==> src/rtl/pong_pkg.sv <==
// Shared types and constants for the pong paddle tracker.
// Provides default field width, length table lookup and accel constants.
package pong_pkg;

    localparam int FIELD_W_DEF = 16;

    // Acceleration: run length that doubles the step, and idle timer width.
    localparam int ACCEL_THR = 4;
    localparam int TMR_W = 8;
    localparam int RUN_W = 4;

    typedef logic signed [1:0] enc_t;

    // Paddle length for a given select; table entries come from the
    // instantiating block's parameters.
    function automatic int len_of(
        input logic [1:0] sel,
        input int l0,
        input int l1,
        input int l2,
        input int l3
    );
        int r;
        r = l0;
        unique case (sel)
            2'd0: r = l0;
            2'd1: r = l1;
            2'd2: r = l2;
            2'd3: r = l3;
        endcase
        return r;
    endfunction

endpackage

==> src/rtl/quad_step.sv <==
// Encoder count decoder: remembers the previous count and turns the 2-bit
// wrapped difference into step_up (+1), step_dn (-1) and glitch (+/-2).
// Ports: clk, enc (current count), step_up, step_dn, glitch (comb strobes).
module quad_step
    import pong_pkg::*;
(
    input  logic clk,
    input  enc_t enc,
    output logic step_up,
    output logic step_dn,
    output logic glitch
);

    enc_t       prev;
    logic [1:0] diff;

    // prev follows the encoder every cycle, reset included.
    always_ff @(posedge clk) begin
        prev <= enc;
    end

    assign diff    = enc - prev;
    assign step_up = (diff == 2'b01);
    assign step_dn = (diff == 2'b11);
    assign glitch  = (diff == 2'b10);

endmodule

==> src/rtl/paddle_track.sv <==
// Paddle position tracker: encoder steps move a run of LEN cells inside a
// FIELD_W-wide bitmap with saturating edges, length select and recenter.
// Ports: clk, reset (sync, high), len_sel, encoder_value, recenter,
// paddle_o, pos_o, at_min_o, at_max_o, glitch_o.
// Option: define PADDLE_TRACK_ACCEL_EN to double the step after a run of
// same-direction steps arriving close together.
module paddle_track
    import pong_pkg::*;
#(
    parameter int FIELD_W = FIELD_W_DEF,
    parameter int LEN0    = 8,
    parameter int LEN1    = 4,
    parameter int LEN2    = 6,
    parameter int LEN3    = 12,
    parameter int STEP    = 1,
    localparam int POS_W  = $clog2(FIELD_W + 1)
)
(
    input  logic               clk,
    input  logic               reset,
    input  logic [1:0]         len_sel,
    input  logic [1:0]         encoder_value,
    input  logic               recenter,
    output logic [FIELD_W-1:0] paddle_o,
    output logic [POS_W-1:0]   pos_o,
    output logic               at_min_o,
    output logic               at_max_o,
    output logic               glitch_o
);

    // One spare bit keeps subtraction and addition free of wrap.
    localparam int AW = POS_W + 1;
    typedef logic [AW-1:0] aw_t;

    logic step_up;
    logic step_dn;
    logic glitch;

    aw_t  pos_r;
    aw_t  len_r;
    logic glitch_r;

    aw_t  newlen;
    aw_t  maxpos;
    aw_t  cur;
    aw_t  step;
    aw_t  nxt;

    quad_step u_quad (
        .clk     (clk),
        .enc     (enc_t'(encoder_value)),
        .step_up (step_up),
        .step_dn (step_dn),
        .glitch  (glitch)
    );

`ifdef PADDLE_TRACK_ACCEL_EN
    logic [RUN_W-1:0] run_r;
    logic [TMR_W-1:0] idle_r;
    logic             dir_up_r;

    always_ff @(posedge clk) begin
        if (reset) begin
            run_r    <= '0;
            idle_r   <= '0;
            dir_up_r <= 1'b0;
        end else if (recenter || glitch) begin
            run_r  <= '0;
            idle_r <= '0;
        end else if (step_up || step_dn) begin
            idle_r <= '0;
            if (run_r == '0) begin
                run_r    <= RUN_W'(1);
                dir_up_r <= step_up;
            end else if (dir_up_r == step_up) begin
                if (run_r != '1)
                    run_r <= run_r + RUN_W'(1);
            end else begin
                run_r <= '0;
            end
        end else if (idle_r == '1) begin
            // Too long since the last step: the run is over.
            run_r <= '0;
        end else begin
            idle_r <= idle_r + TMR_W'(1);
        end
    end
`endif

    always_comb begin
        newlen = aw_t'(len_of(len_sel, LEN0, LEN1, LEN2, LEN3));
        maxpos = aw_t'(FIELD_W) - newlen;
        cur    = pos_r;
        step   = aw_t'(STEP);
`ifdef PADDLE_TRACK_ACCEL_EN
        if (run_r >= RUN_W'(ACCEL_THR))
            step = aw_t'(2 * STEP);
`endif
        nxt = cur;
        if (recenter)
            nxt = maxpos >> 1;
        else if (step_up)
            nxt = (cur > step) ? cur - step : '0;
        else if (step_dn)
            // Compare against the headroom so the sum never wraps.
            nxt = (cur >= maxpos || step >= maxpos - cur)
                ? maxpos : cur + step;
        // A longer paddle near the right edge is pushed left.
        if (nxt > maxpos)
            nxt = maxpos;
    end

    always_ff @(posedge clk) begin
        if (reset) begin
            len_r    <= newlen;
            pos_r    <= maxpos >> 1;
            glitch_r <= 1'b0;
        end else begin
            len_r    <= newlen;
            pos_r    <= nxt;
            glitch_r <= glitch;
        end
    end

    always_comb begin
        paddle_o = '0;
        for (int i = 0; i < FIELD_W; i++)
            paddle_o[i] = (aw_t'(i) >= pos_r) && (aw_t'(i) < pos_r + len_r);
    end

    assign pos_o    = pos_r[POS_W-1:0];
    assign at_min_o = (pos_r == '0);
    assign at_max_o = (pos_r == aw_t'(FIELD_W) - len_r);
    assign glitch_o = glitch_r;

endmodule
==> config.mk <==
export PLATFORM = sky130hd
export DESIGN_NAME = paddle_track
export DESIGN_NICKNAME = d
export VERILOG_FILES = /design/src/rtl/pong_pkg.sv /design/src/rtl/quad_step.sv /design/src/rtl/paddle_track.sv
export SDC_FILE = /design/constraint.sdc
export NUM_CORES = 1
export LEC_CHECK = 0
export CAP_MARGIN = 20
export CORE_MARGIN = 4
export CORE_UTILIZATION = 50
export DETAILED_ROUTE_END_ITERATION = 16
export PLACE_DENSITY_LB_ADDON = 0.12
export SLEW_MARGIN = 20
export SYNTH_ARGS = -nofsm -noshare
export SYNTH_HDL_FRONTEND = slang
export SYNTH_HIERARCHICAL = 1
export SYNTH_SLANG_ARGS = --single-unit
export TNS_END_PERCENT = 5
==> constraint.sdc <==
create_clock -name clk -period 7.25 [get_ports clk]
set_input_delay 1.8125 -clock clk [delete_from_list [all_inputs] [get_ports clk]]
set_output_delay 1.8125 -clock clk [all_outputs]
set_load 0.03 [all_outputs]
==> reports/metrics.cfg <==
[detailed_routing]
dr_wl_met2_um=2150
viasPerCell=5.77
drc=0
firstDrtPassIters=4
finalWirelength_um=4630
wl_per_cell_um=14.7
dr_total_vias=1818
met1Wirelength_um=2230
ant_nets=0
dr.max_layer_used=met4
wl_met3_um=236
drt-initial-drc-count=132

[floorplan]
start_util_pct=53.3
coreArea_um2=3420
num_rows=21
dieArea_um2=4670
die_y_um=68.4
die_width_um=68.4
io_pins=31

[critical_path]
worstRegToRegCells=16
end_kind=flip-flop
max_stage_delay_ps=520
required_ps=7410
crit_fanout=9
crit_chain=clkdlybuf4s50_1 > inv_1 > ha_1 > inv_1 > or3_1 > inv_1 > ha_1 > nor3b_1 > or4_1 > a2111o_1 > o211ai_4 > nor2_1 > o31ai_1 > nand3_1 > ha_1 > nand4_1 > or2_2 > a21boi_0 > a21oi_1 > a31oi_4 > and4_1 > o22ai_1
path_class=primary input to flip-flop
startpoint=len_sel[1]
rr_startpoint=cur[2]$_DFF_P_
crit_path_top_delay_cell=clkdlybuf4s50_1
crit_arrival_ps=6940
startpoint_type=primary input

[min_path]
worstHoldStart=u_quad/prev[1]$_DFF_P_
holdCritPathClass=flip-flop to flip-flop
holdPathStages=3

[yosys]
synth_top_cell_by_area=ha_1
ys.flop_type=dfxtp_1
synthTopCellsByArea=ha_1, dfxtp_1, o21ai_0
seq_area_frac_synth_pct=13.2
netlist.area_leader.share_pct=14.4
ys_async_sr_fraction_pct=0
synth_edf_count=0
avgSynthCellArea_um2=7.29
ys_ff_latch=12
yosysWarnings=6
synth_area_um2=1820
syn_nets=279
synth_cells=250
yosysUniqueCellTypes=63

[timing]
post-route-min-period_ps=6780
worst_slew_pin_slew_ps=747
min_period_over_period_pct=93.5
timing.final.ws_setup_ps=469
rsz0062_at_grt=false
fin_skew_ps=1.84
final_max_slew_viol_count=0
finalSetupViolations=0
hold_violations=0
tns_ps=0
max_freq_ghz=0.147
relSlewSlack_pct=50.1

[clock_network]
hold_buffers=0
cts_setup_buffers=0
cts_made_buffers=3
clock_latency_ps=270
cts.clk_slew.worst_paths_ps=80
htreeDepth=1
cts_tree=done
clockRootBuffer=clkbuf_4
clock-sinks=12
cts-resized-gates=0
cts.path.max_buffers=2

[global_route]
grt.total_usage_pct=20.8
grt_pass1_wl_um=7670
antenna_found_initial=0
grt_overflow=0
grt_pass1_vias=1636
grt_max_degree=21

[placement]
gp_congestion=0.919
dp_slack_ps=194
dp_hpwl_um=3690
numPortBuffers=30

[power]
p_leak_uw=0.000892
vdd_drop_max_mv=0.0934
power.density_nw_per_um2=247

[final_layout]
diodes=0
final_layout_size_suffix_gt1_share_pct=7.43
area_growth_syn_to_layout_pct=18.0
finalNetCount=299

[outcome]
outcome=complete, no violations

[job]
maxCapViolCount=0

## cells in the mapped netlist (5+ instances only)
library cell	count
nand2_1	22
nand3_1	8
nor3_1	7
xnor2_1	9
clkbuf_1	8
o21ai_0	19
nor2_1	22
a21oi_1	16
buf_4	5
ha_1	21
inv_1	17
dfxtp_1	12
## routing by layer
metal / track usage (%) / vias up
met5: 0 / -
li1: - / 936
met2: 35.1 / 63
met4: 1.99 / 0
met1: 29.3 / 817
met3: 2.30 / 2
## cell type report
cell class                      instances  area (um2)
Clock buffer                            4        36.3
Fill cell                             313        1270
Inverter                               19        71.3
Multi-Input combinational cell        200        1410
Sequential cell                        12         240
Tap cell                               46        57.6
Timing Repair Buffer                   34         330
## final timing paths
path	end	slack [ps]
max	cur[2]$_DFF_P_	470
min	glitch_o$_SDFF_PP0_	790
min reg2reg	glitch_o$_SDFF_PP0_	790
max reg2reg	cur[2]$_DFF_P_	2390
## sequential cells by signal, summed over array words and instances (netlist names)
name and flops:
glitch_o 1, u_quad/prev 2, len_r 3, cur 6
## cells by family after synthesis
family	synth area share, %
xor gates and xnor gates	6.11
adders and majority gates	15.5
DFF	13.2
and+or+nand+nor	25.6
buffers and inverters	9.20
muxes	2.20
other	0.206
AOI/OAI and AO/OA	28.0
## where the power goes
part / switching [uW] / internal, uW / leakage (uW)
combinational: 231 / 152 / 0.000770
sequential: 20.4 / 74.0 / 0.000100
clock: 23.1 / 30.5 / 0.0000210
## through the flow
stage	cell area, um2	std cells	hold slack, ps	total power [uW]	utilization [%]
4_1_cts	2150	315	797	532	62.9
3_3_place_gp	2110	311	766	475	61.9
2_1_floorplan	1820	250	734	376	-
3_5_place_dp	2110	311	781	477	61.9
5_1_grt	2150	315	844	574	62.9
6_report	2150	315	791	532	62.9
## placed cells by master, fill, tap and decap left out, types with 4 or more instances in the layout
cell type	instances
nand2_1	22
dfxtp_1	12
xnor2_1	9
nor2_1	22
ha_1	21
a21oi_1	16
a211oi_1	4
nor2b_1	4
nor3_1	7
o21ai_0	19
nand3_1	8
buf_4	4
mux2i_1	4
a221oi_1	4
inv_1	17
clkdlybuf4s50_1	30
## critical path, delay by kind of cell
| family | cells | cell delay (ps) |
|---|---|---|
| simple gates | 8 | 1830 |
| fa+ha+maj | 3 | 840 |
| buf+inv | 4 | 760 |
| compound gates | 7 | 1720 |
No activity file was read; power rests on OpenSTA's default activity.
